==> src/rtl/pca9548_arb.sv <==
// NCH-client IIC arbiter in front of one IIC_CTL, reprogramming a PCA9548 switch only when the granted code differs.
// Define PCA9548_ARB_RR_EN for round-robin arbitration; otherwise fixed priority (lowest index wins).
module pca9548_arb #(
  parameter int              NCH        = 4,
  parameter logic [6:0]      PCA9548_AD = 7'h74,
  parameter logic [NCH*8-1:0] SEL_CODES = {8'h08, 8'h04, 8'h02, 8'h01},
  parameter logic [7:0]      INIT_SEL   = 8'h18,
  parameter int              INIT_DELAY = 128
) (
  input  logic             CLK_IN,
  input  logic             RESET_IN,
  output logic             INIT_ERR_OUT,
  input  logic [NCH-1:0]   CH_REQ_IN,
  input  logic [8*NCH-1:0] CH_NUM_IN,
  input  logic [7*NCH-1:0] CH_DAD_IN,
  input  logic [8*NCH-1:0] CH_ADR_IN,
  input  logic [NCH-1:0]   CH_RNW_IN,
  input  logic [8*NCH-1:0] CH_WDT_IN,
  output logic [NCH-1:0]   CH_RAK_OUT,
  output logic [NCH-1:0]   CH_WDA_OUT,
  output logic [NCH-1:0]   CH_WAE_OUT,
  output logic [NCH-1:0]   CH_BSY_OUT,
  output logic [NCH-1:0]   CH_RVL_OUT,
  output logic [NCH-1:0]   CH_EOR_OUT,
  output logic [NCH-1:0]   CH_ERR_OUT,
  output logic [8*NCH-1:0] CH_RDT_OUT,
  output logic [7:0]       MUX_CODE_OUT,
  output logic             MUX_VLD_OUT,
  output logic             IIC_REQ_OUT,
  output logic             IIC_NOA_OUT,
  output logic             IIC_RNW_OUT,
  output logic [7:0]       IIC_NUM_OUT,
  output logic [7:0]       IIC_ADR_OUT,
  output logic [7:0]       IIC_WDT_OUT,
  output logic [6:0]       IIC_DAD_OUT,
  input  logic             IIC_RAK_IN,
  input  logic             IIC_WDA_IN,
  input  logic             IIC_WAE_IN,
  input  logic             IIC_BSY_IN,
  input  logic             IIC_RVL_IN,
  input  logic             IIC_EOR_IN,
  input  logic             IIC_ERR_IN,
  input  logic [7:0]       IIC_RDT_IN
);
  localparam int GW = (NCH > 1) ? $clog2(NCH) : 1;

  typedef enum logic [2:0] {
    INIT_WAIT, INIT_REQ, INIT_RUN, IDLE, MUX_REQ, MUX_RUN, XFR_REQ, XFR_RUN
  } state_t;

  state_t           state_q;
  logic [15:0]      cnt_q;
  logic [GW-1:0]    g_q;
  logic             err_seen_q;
  logic             init_err_q, mux_vld_q;
  logic [7:0]       mux_code_q;
  logic [NCH-1:0]   ch_rak_q, ch_wda_q, ch_wae_q, ch_bsy_q, ch_rvl_q, ch_eor_q, ch_err_q;
  logic [8*NCH-1:0] ch_rdt_q;
  logic             iic_req_q, iic_noa_q, iic_rnw_q;
  logic [7:0]       iic_num_q, iic_adr_q, iic_wdt_q;
  logic [6:0]       iic_dad_q;
  logic [7:0]       lat_num_q, lat_adr_q;
  logic [6:0]       lat_dad_q;
  logic             lat_rnw_q;

  logic [NCH-1:0]   cand;
  logic [GW-1:0]    win;
  logic             win_vld;

  for (genvar gi = 0; gi < NCH; gi++) begin : g_cand
    assign cand[gi] = CH_REQ_IN[gi] & ~ch_bsy_q[gi];
  end

`ifdef PCA9548_ARB_RR_EN
  logic [GW-1:0] ptr_q;
  int            idx;

  // Walk from the pointer upward with wrap; iterating backwards leaves the nearest candidate as winner.
  always_comb begin
    win     = '0;
    win_vld = |cand;
    idx     = 0;
    for (int k = NCH - 1; k >= 0; k--) begin
      idx = int'(ptr_q) + k;
      if (idx >= NCH) idx = idx - NCH;
      if (cand[idx]) win = GW'(idx);
    end
  end
`else
  always_comb begin
    win     = '0;
    win_vld = |cand;
    for (int k = NCH - 1; k >= 0; k--) begin
      if (cand[k]) win = GW'(k);
    end
  end
`endif

  always_ff @(posedge CLK_IN) begin
    if (RESET_IN) begin
      state_q    <= INIT_WAIT;
      cnt_q      <= '0;
      g_q        <= '0;
      err_seen_q <= 1'b0;
      init_err_q <= 1'b0;
      mux_vld_q  <= 1'b0;
      mux_code_q <= 8'h00;
      ch_rak_q   <= '0;
      ch_wda_q   <= '0;
      ch_wae_q   <= '0;
      ch_bsy_q   <= '0;
      ch_rvl_q   <= '0;
      ch_eor_q   <= '0;
      ch_err_q   <= '0;
      ch_rdt_q   <= '0;
      iic_req_q  <= 1'b0;
      iic_noa_q  <= 1'b0;
      iic_rnw_q  <= 1'b0;
      iic_num_q  <= '0;
      iic_adr_q  <= '0;
      iic_wdt_q  <= '0;
      iic_dad_q  <= '0;
      lat_num_q  <= '0;
      lat_adr_q  <= '0;
      lat_dad_q  <= '0;
      lat_rnw_q  <= 1'b0;
`ifdef PCA9548_ARB_RR_EN
      ptr_q      <= '0;
`endif
    end else begin
      ch_rak_q <= '0;
      ch_wda_q <= '0;
      ch_wae_q <= '0;
      ch_rvl_q <= '0;
      ch_eor_q <= '0;
      case (state_q)
        INIT_WAIT: begin
          cnt_q <= cnt_q + 16'd1;
          if (cnt_q == 16'(INIT_DELAY - 1)) begin
            state_q   <= INIT_REQ;
            iic_req_q <= 1'b1;
            iic_noa_q <= 1'b1;
            iic_rnw_q <= 1'b0;
            iic_num_q <= 8'h00;
            iic_adr_q <= 8'h00;
            iic_dad_q <= PCA9548_AD;
            iic_wdt_q <= INIT_SEL;
          end
        end
        INIT_REQ, MUX_REQ: begin
          if (IIC_RAK_IN) begin
            iic_req_q  <= 1'b0;
            err_seen_q <= IIC_ERR_IN & IIC_BSY_IN;
            state_q    <= (state_q == INIT_REQ) ? INIT_RUN : MUX_RUN;
          end
        end
        INIT_RUN: begin
          if (IIC_BSY_IN) begin
            if (IIC_ERR_IN) err_seen_q <= 1'b1;
          end else begin
            if (err_seen_q) begin
              init_err_q <= 1'b1;
              mux_vld_q  <= 1'b0;
            end else begin
              mux_code_q <= INIT_SEL;
              mux_vld_q  <= 1'b1;
            end
            state_q <= IDLE;
          end
        end
        IDLE: begin
          if (win_vld) begin
            g_q           <= win;
            ch_rak_q[win] <= 1'b1;
            ch_bsy_q[win] <= 1'b1;
            ch_err_q[win] <= 1'b0;
            lat_num_q     <= CH_NUM_IN[8*win +: 8];
            lat_dad_q     <= CH_DAD_IN[7*win +: 7];
            lat_adr_q     <= CH_ADR_IN[8*win +: 8];
            lat_rnw_q     <= CH_RNW_IN[win];
            iic_req_q     <= 1'b1;
            if (mux_vld_q && (mux_code_q == SEL_CODES[8*win +: 8])) begin
              state_q   <= XFR_REQ;
              iic_noa_q <= 1'b0;
              iic_rnw_q <= CH_RNW_IN[win];
              iic_num_q <= CH_NUM_IN[8*win +: 8];
              iic_adr_q <= CH_ADR_IN[8*win +: 8];
              iic_dad_q <= CH_DAD_IN[7*win +: 7];
              iic_wdt_q <= CH_WDT_IN[8*win +: 8];
            end else begin
              state_q   <= MUX_REQ;
              iic_noa_q <= 1'b1;
              iic_rnw_q <= 1'b0;
              iic_num_q <= 8'h00;
              iic_adr_q <= 8'h00;
              iic_dad_q <= PCA9548_AD;
              iic_wdt_q <= SEL_CODES[8*win +: 8];
            end
          end
        end
        MUX_RUN: begin
          if (IIC_BSY_IN) begin
            if (IIC_ERR_IN) err_seen_q <= 1'b1;
          end else if (err_seen_q) begin
            ch_err_q[g_q] <= 1'b1;
            ch_bsy_q[g_q] <= 1'b0;
            mux_vld_q     <= 1'b0;
            state_q       <= IDLE;
          end else begin
            mux_code_q <= SEL_CODES[8*g_q +: 8];
            mux_vld_q  <= 1'b1;
            state_q    <= XFR_REQ;
            iic_req_q  <= 1'b1;
            iic_noa_q  <= 1'b0;
            iic_rnw_q  <= lat_rnw_q;
            iic_num_q  <= lat_num_q;
            iic_adr_q  <= lat_adr_q;
            iic_dad_q  <= lat_dad_q;
            iic_wdt_q  <= CH_WDT_IN[8*g_q +: 8];
          end
        end
        XFR_REQ: begin
          iic_wdt_q <= CH_WDT_IN[8*g_q +: 8];
          if (IIC_RAK_IN) begin
            iic_req_q  <= 1'b0;
            err_seen_q <= IIC_ERR_IN & IIC_BSY_IN;
            state_q    <= XFR_RUN;
          end
        end
        XFR_RUN: begin
          // Controller strobes are steered only to the granted channel.
          iic_wdt_q     <= CH_WDT_IN[8*g_q +: 8];
          ch_wda_q[g_q] <= IIC_WDA_IN;
          ch_wae_q[g_q] <= IIC_WAE_IN;
          ch_rvl_q[g_q] <= IIC_RVL_IN;
          ch_eor_q[g_q] <= IIC_EOR_IN;
          if (IIC_RVL_IN) ch_rdt_q[8*g_q +: 8] <= IIC_RDT_IN;
          if (IIC_BSY_IN) begin
            if (IIC_ERR_IN) err_seen_q <= 1'b1;
          end else begin
            if (err_seen_q) ch_err_q[g_q] <= 1'b1;
            ch_bsy_q[g_q] <= 1'b0;
            state_q       <= IDLE;
`ifdef PCA9548_ARB_RR_EN
            ptr_q <= (g_q == GW'(NCH - 1)) ? '0 : g_q + 1'b1;
`endif
          end
        end
        default: state_q <= INIT_WAIT;
      endcase
    end
  end

  assign INIT_ERR_OUT = init_err_q;
  assign MUX_CODE_OUT = mux_code_q;
  assign MUX_VLD_OUT  = mux_vld_q;
  assign CH_RAK_OUT   = ch_rak_q;
  assign CH_WDA_OUT   = ch_wda_q;
  assign CH_WAE_OUT   = ch_wae_q;
  assign CH_BSY_OUT   = ch_bsy_q;
  assign CH_RVL_OUT   = ch_rvl_q;
  assign CH_EOR_OUT   = ch_eor_q;
  assign CH_ERR_OUT   = ch_err_q;
  assign CH_RDT_OUT   = ch_rdt_q;
  assign IIC_REQ_OUT  = iic_req_q;
  assign IIC_NOA_OUT  = iic_noa_q;
  assign IIC_RNW_OUT  = iic_rnw_q;
  assign IIC_NUM_OUT  = iic_num_q;
  assign IIC_ADR_OUT  = iic_adr_q;
  assign IIC_WDT_OUT  = iic_wdt_q;
  assign IIC_DAD_OUT  = iic_dad_q;

endmodule

==> config.mk <==
export PLATFORM = sky130hd
export DESIGN_NAME = pca9548_arb
export DESIGN_NICKNAME = d
export VERILOG_FILES = /design/src/rtl/pca9548_arb.sv
export SDC_FILE = /design/constraint.sdc
export NUM_CORES = 1
export LEC_CHECK = 0
export BUFFER_PORTS_ARGS = -buffer_cell sky130_fd_sc_hd__buf_2
export CAP_MARGIN = 10
export CORE_UTILIZATION = 40
export DETAILED_ROUTE_END_ITERATION = 8
export GPL_TIMING_DRIVEN = 0
export MAX_ROUTING_LAYER = met4
export PLACE_DENSITY = 0.69
export SLEW_MARGIN = 30
export SYNTH_ARGS = -nofsm -noshare
export SYNTH_HDL_FRONTEND = slang
export SYNTH_SLANG_ARGS = --single-unit
==> constraint.sdc <==
create_clock -name CLK_IN -period 3.4 [get_ports CLK_IN]
set_input_delay 0 -clock CLK_IN [delete_from_list [all_inputs] [get_ports CLK_IN]]
set_output_delay 0 -clock CLK_IN [all_outputs]
set_load 0.02 [all_outputs]
==> impl_metrics.yaml <==
global_route:
  grt-ovfl-total: 0
  grt_first_pass_wirelength_mm: 37.5
  grtUsageMet2: 0.460
  grtUsageTotal: 0.276
  met3_usage: 0.0486
  grt_start_max_net_pins: 17
  antenna_found_initial: 2
  grt_busiest_layer: "met2"
  grt_use_met1: 0.331
  grt_pass1_vias: 7031
setup_path:
  crit_type: "flop to flop"
  worstPathMaxFanout: 9
  arrival_ns: 3.04
  slowest_stage: "nor3_1"
  crit_chain: "clkbuf_1, inv_1, ha_1, nor3_1, nand3_1, a21oi_1"
  critical_path_required_ns: 3.75
  endpoint_kind: "flop"
  startpoint_type: "flop"
  critPathMaxStageDelay_ns: 0.75
floorplan:
  core-area_um2: 17400
  initial_core_util: 0.412
  io_pins: 253
  die_h_um: 136
  rows: 48
  die_x_um: 136
  die_area_um2: 18400
timing:
  skew_ns: 0.00803
  finalSetupViolations: 0
  final_hold_viol_count: 0
  fin_ws_ns: 0.708
  tns_ns: 0
  worst_pin_slew_ns: 0.899
  post-route-min-period_ns: 2.69
  grt_setup_unrepaired: "false"
  slew_headroom: 0.399
  report.final.slew_viol_count: 0
  fmax_ghz: 0.371
  whs_ns: 0.0170
  fin_crit_sh: 0.792
power_and_ir_drop:
  ir_worst_vdd_uv: 377
  power_density_nw_per_um2: 435
  p_leak_uw: 0.00386
clocking:
  cts_setup_buffers: 0
  path_clk_slew_ns: 0.07
  h-tree-depth: 4
  clock_latency_ns: 0.43
  cts_tree: "done"
  cts_made_buffers: 17
  cts_root_buffer: "clkbuf_16"
  clockBufferDepth: 2
  cts_sinks: 147
synth:
  synth_top_area_cell: "dfxtp_1"
  ys_async_sr_fraction: 0
  syn_avg_cell_area_um2: 8.49
  synth_ff_type: "dfxtp_1"
  netlist_area_um2: 7150
  synth.area.top_cells: "dfxtp_1 (41%), a22oi_1 (7.5%), a21oi_1 (5.7%)"
  yosys.area.top_type_share: 0.411
  synthCells: 843
  seq_area_frac_synth: 0.411
  ys_types: 68
  ys_ff_latch: 147
  synth_edf_count: 0
  yosysWarnings: 0
routing:
  ant_nets: 0
  viasPerCell: 5.62
  wirelength_mm: 25.0
  avgRoutedWirePerCell_um: 18.3
  drtIter0Drc: 512
  via_count: 7679
  dr.pass1.iters: 6
  route.detailed.drc: 0
outcome:
  status: "complete, no violations"
cells_and_area:
  fin_cells: 1367
  nets: 1285
  area_growth_pct: 32.1
  fin_util: 0.544
  drive_above_1_share: 0.299
placed_design:
  place_ws_ns: 0.824
  gp_congestion: 0.912
  dp.cells: 1318
  port_buffers: 248
  dp_hpwl_mm: 18.6
worst_hold_path:
  worstHoldPathType: "input port to flop"
job:
  cap_violations: 0
[final timing paths]
kind / from / end / slack, ns / cells after the start
hold reg to reg: CH_RDT_OUT[17] / CH_RDT_OUT[17] / 0.45 / 2
setup / recovery: g_q[1] / CH_RDT_OUT[25] / 0.71 / 6
setup reg to reg: g_q[1] / CH_RDT_OUT[25] / 0.71 / 6
hold / removal: CH_ADR_IN[0] / lat_adr_q[0] / 0.02 / 5
[registers in the layout, summed over array words and instances, names as in the netlist, 3 cells and up]
name,count
CH_BSY_OUT,4
CH_EOR_OUT,4
CH_ERR_OUT,4
CH_RAK_OUT,4
CH_RDT_OUT,32
CH_RVL_OUT,4
CH_WAE_OUT,4
CH_WDA_OUT,4
IIC_ADR_OUT,8
IIC_DAD_OUT,7
IIC_NUM_OUT,8
IIC_WDT_OUT,8
MUX_CODE_OUT,5
cnt_q,16
lat_adr_q,8
lat_dad_q,7
lat_num_q,8
state_q,3
[cell type report]
class,count,area [um^2]
repair buffers,263,1390
fillers,1612,7910
flip-flops and latches,147,2940
multi-input cells,618,3840
well taps,225,282
diodes,2,5.00
plain buffers,70,343
clock inverters,15,185
clock buffers,17,425
inverters,10,37.5
[repair_timing]
| item | in CTS | in global routing |
|---|---|---|
| resized for setup | 0 | 0 |
| hold buffers | 15 | 0 |
| endpoints found under the hold margin | 49 | 0 |
[logic make-up after synthesis]
family,Yosys count,share of synthesized area
compound gates,280,0.266
xor+xnor,15,0.0184
fa+ha+maj,9,0.0157
buf+inv,80,0.0532
flops,147,0.411
mux,12,0.0308
other cells,1,0.000524
simple gates,299,0.204
[metrics by stage]
step	power, uW	cell area [um^2]
after floorplan	1980	7160
after global placement	2160	8680
after detailed placement	2160	8680
after CTS	4130	9450
after global routing	4240	9450
final	4110	9450
[critical path, delay by kind of cell (launching register included)]
kind | cells | cell delay, ns
simple gates | 2 | 0.90
buf+inv | 2 | 0.69
flops | 1 | 0.41
fa+ha+maj | 1 | 0.41
compound gates | 1 | 0.20
[where the power goes]
part           leakage (uW)  internal (uW)  switching [uW]
clock              0.000299           1120             847
sequential          0.00118           1730            10.1
combinational       0.00238            161             240
[per-layer routing]
layer	vias to the layer above	share of wire
met5	-	0
met4	0	0.019
met3	41	0.079
met2	396	0.49
met1	3567	0.41
li1	3675	-
[synth_stat cells (all sizes together) (2+ instances only)]
cell	n
nor3	25
a21oi	82
and3	21
nand3	44
a211oi	7
a32oi	3
mux4	8
a221oi	8
o221a	2
o2bb2ai	20
nor2	62
or3	2
ha	9
inv	10
o31ai	2
buf	32
nand2	102
nor3b	5
a311oi	2
o21ai	46
o21a	2
o311ai	3
nand4	7
a22oi	71
dfxtp	147
xnor2	6
xor2	9
nand2b	7
nor4	5
o22ai	19
nor2b	7
and2	6
mux2i	4
clkbuf	38
a31oi	2
a22o	4
[placed cells by master (no fill, tap or decap), drive strengths merged, types with 19 or more instances in the layout]
cell | Yosys | layout
buf | 32 | 280
dfxtp | 147 | 147
nand2 | 102 | 102
a21oi | 82 | 82
a22oi | 71 | 71
nor2 | 62 | 62
clkbuf | 38 | 55
o21ai | 46 | 46
nand3 | 44 | 44
nor3 | 25 | 25
and3 | 21 | 21
inv | 10 | 21
o2bb2ai | 20 | 20
o22ai | 19 | 19
(Power assumes the default switching activity.)
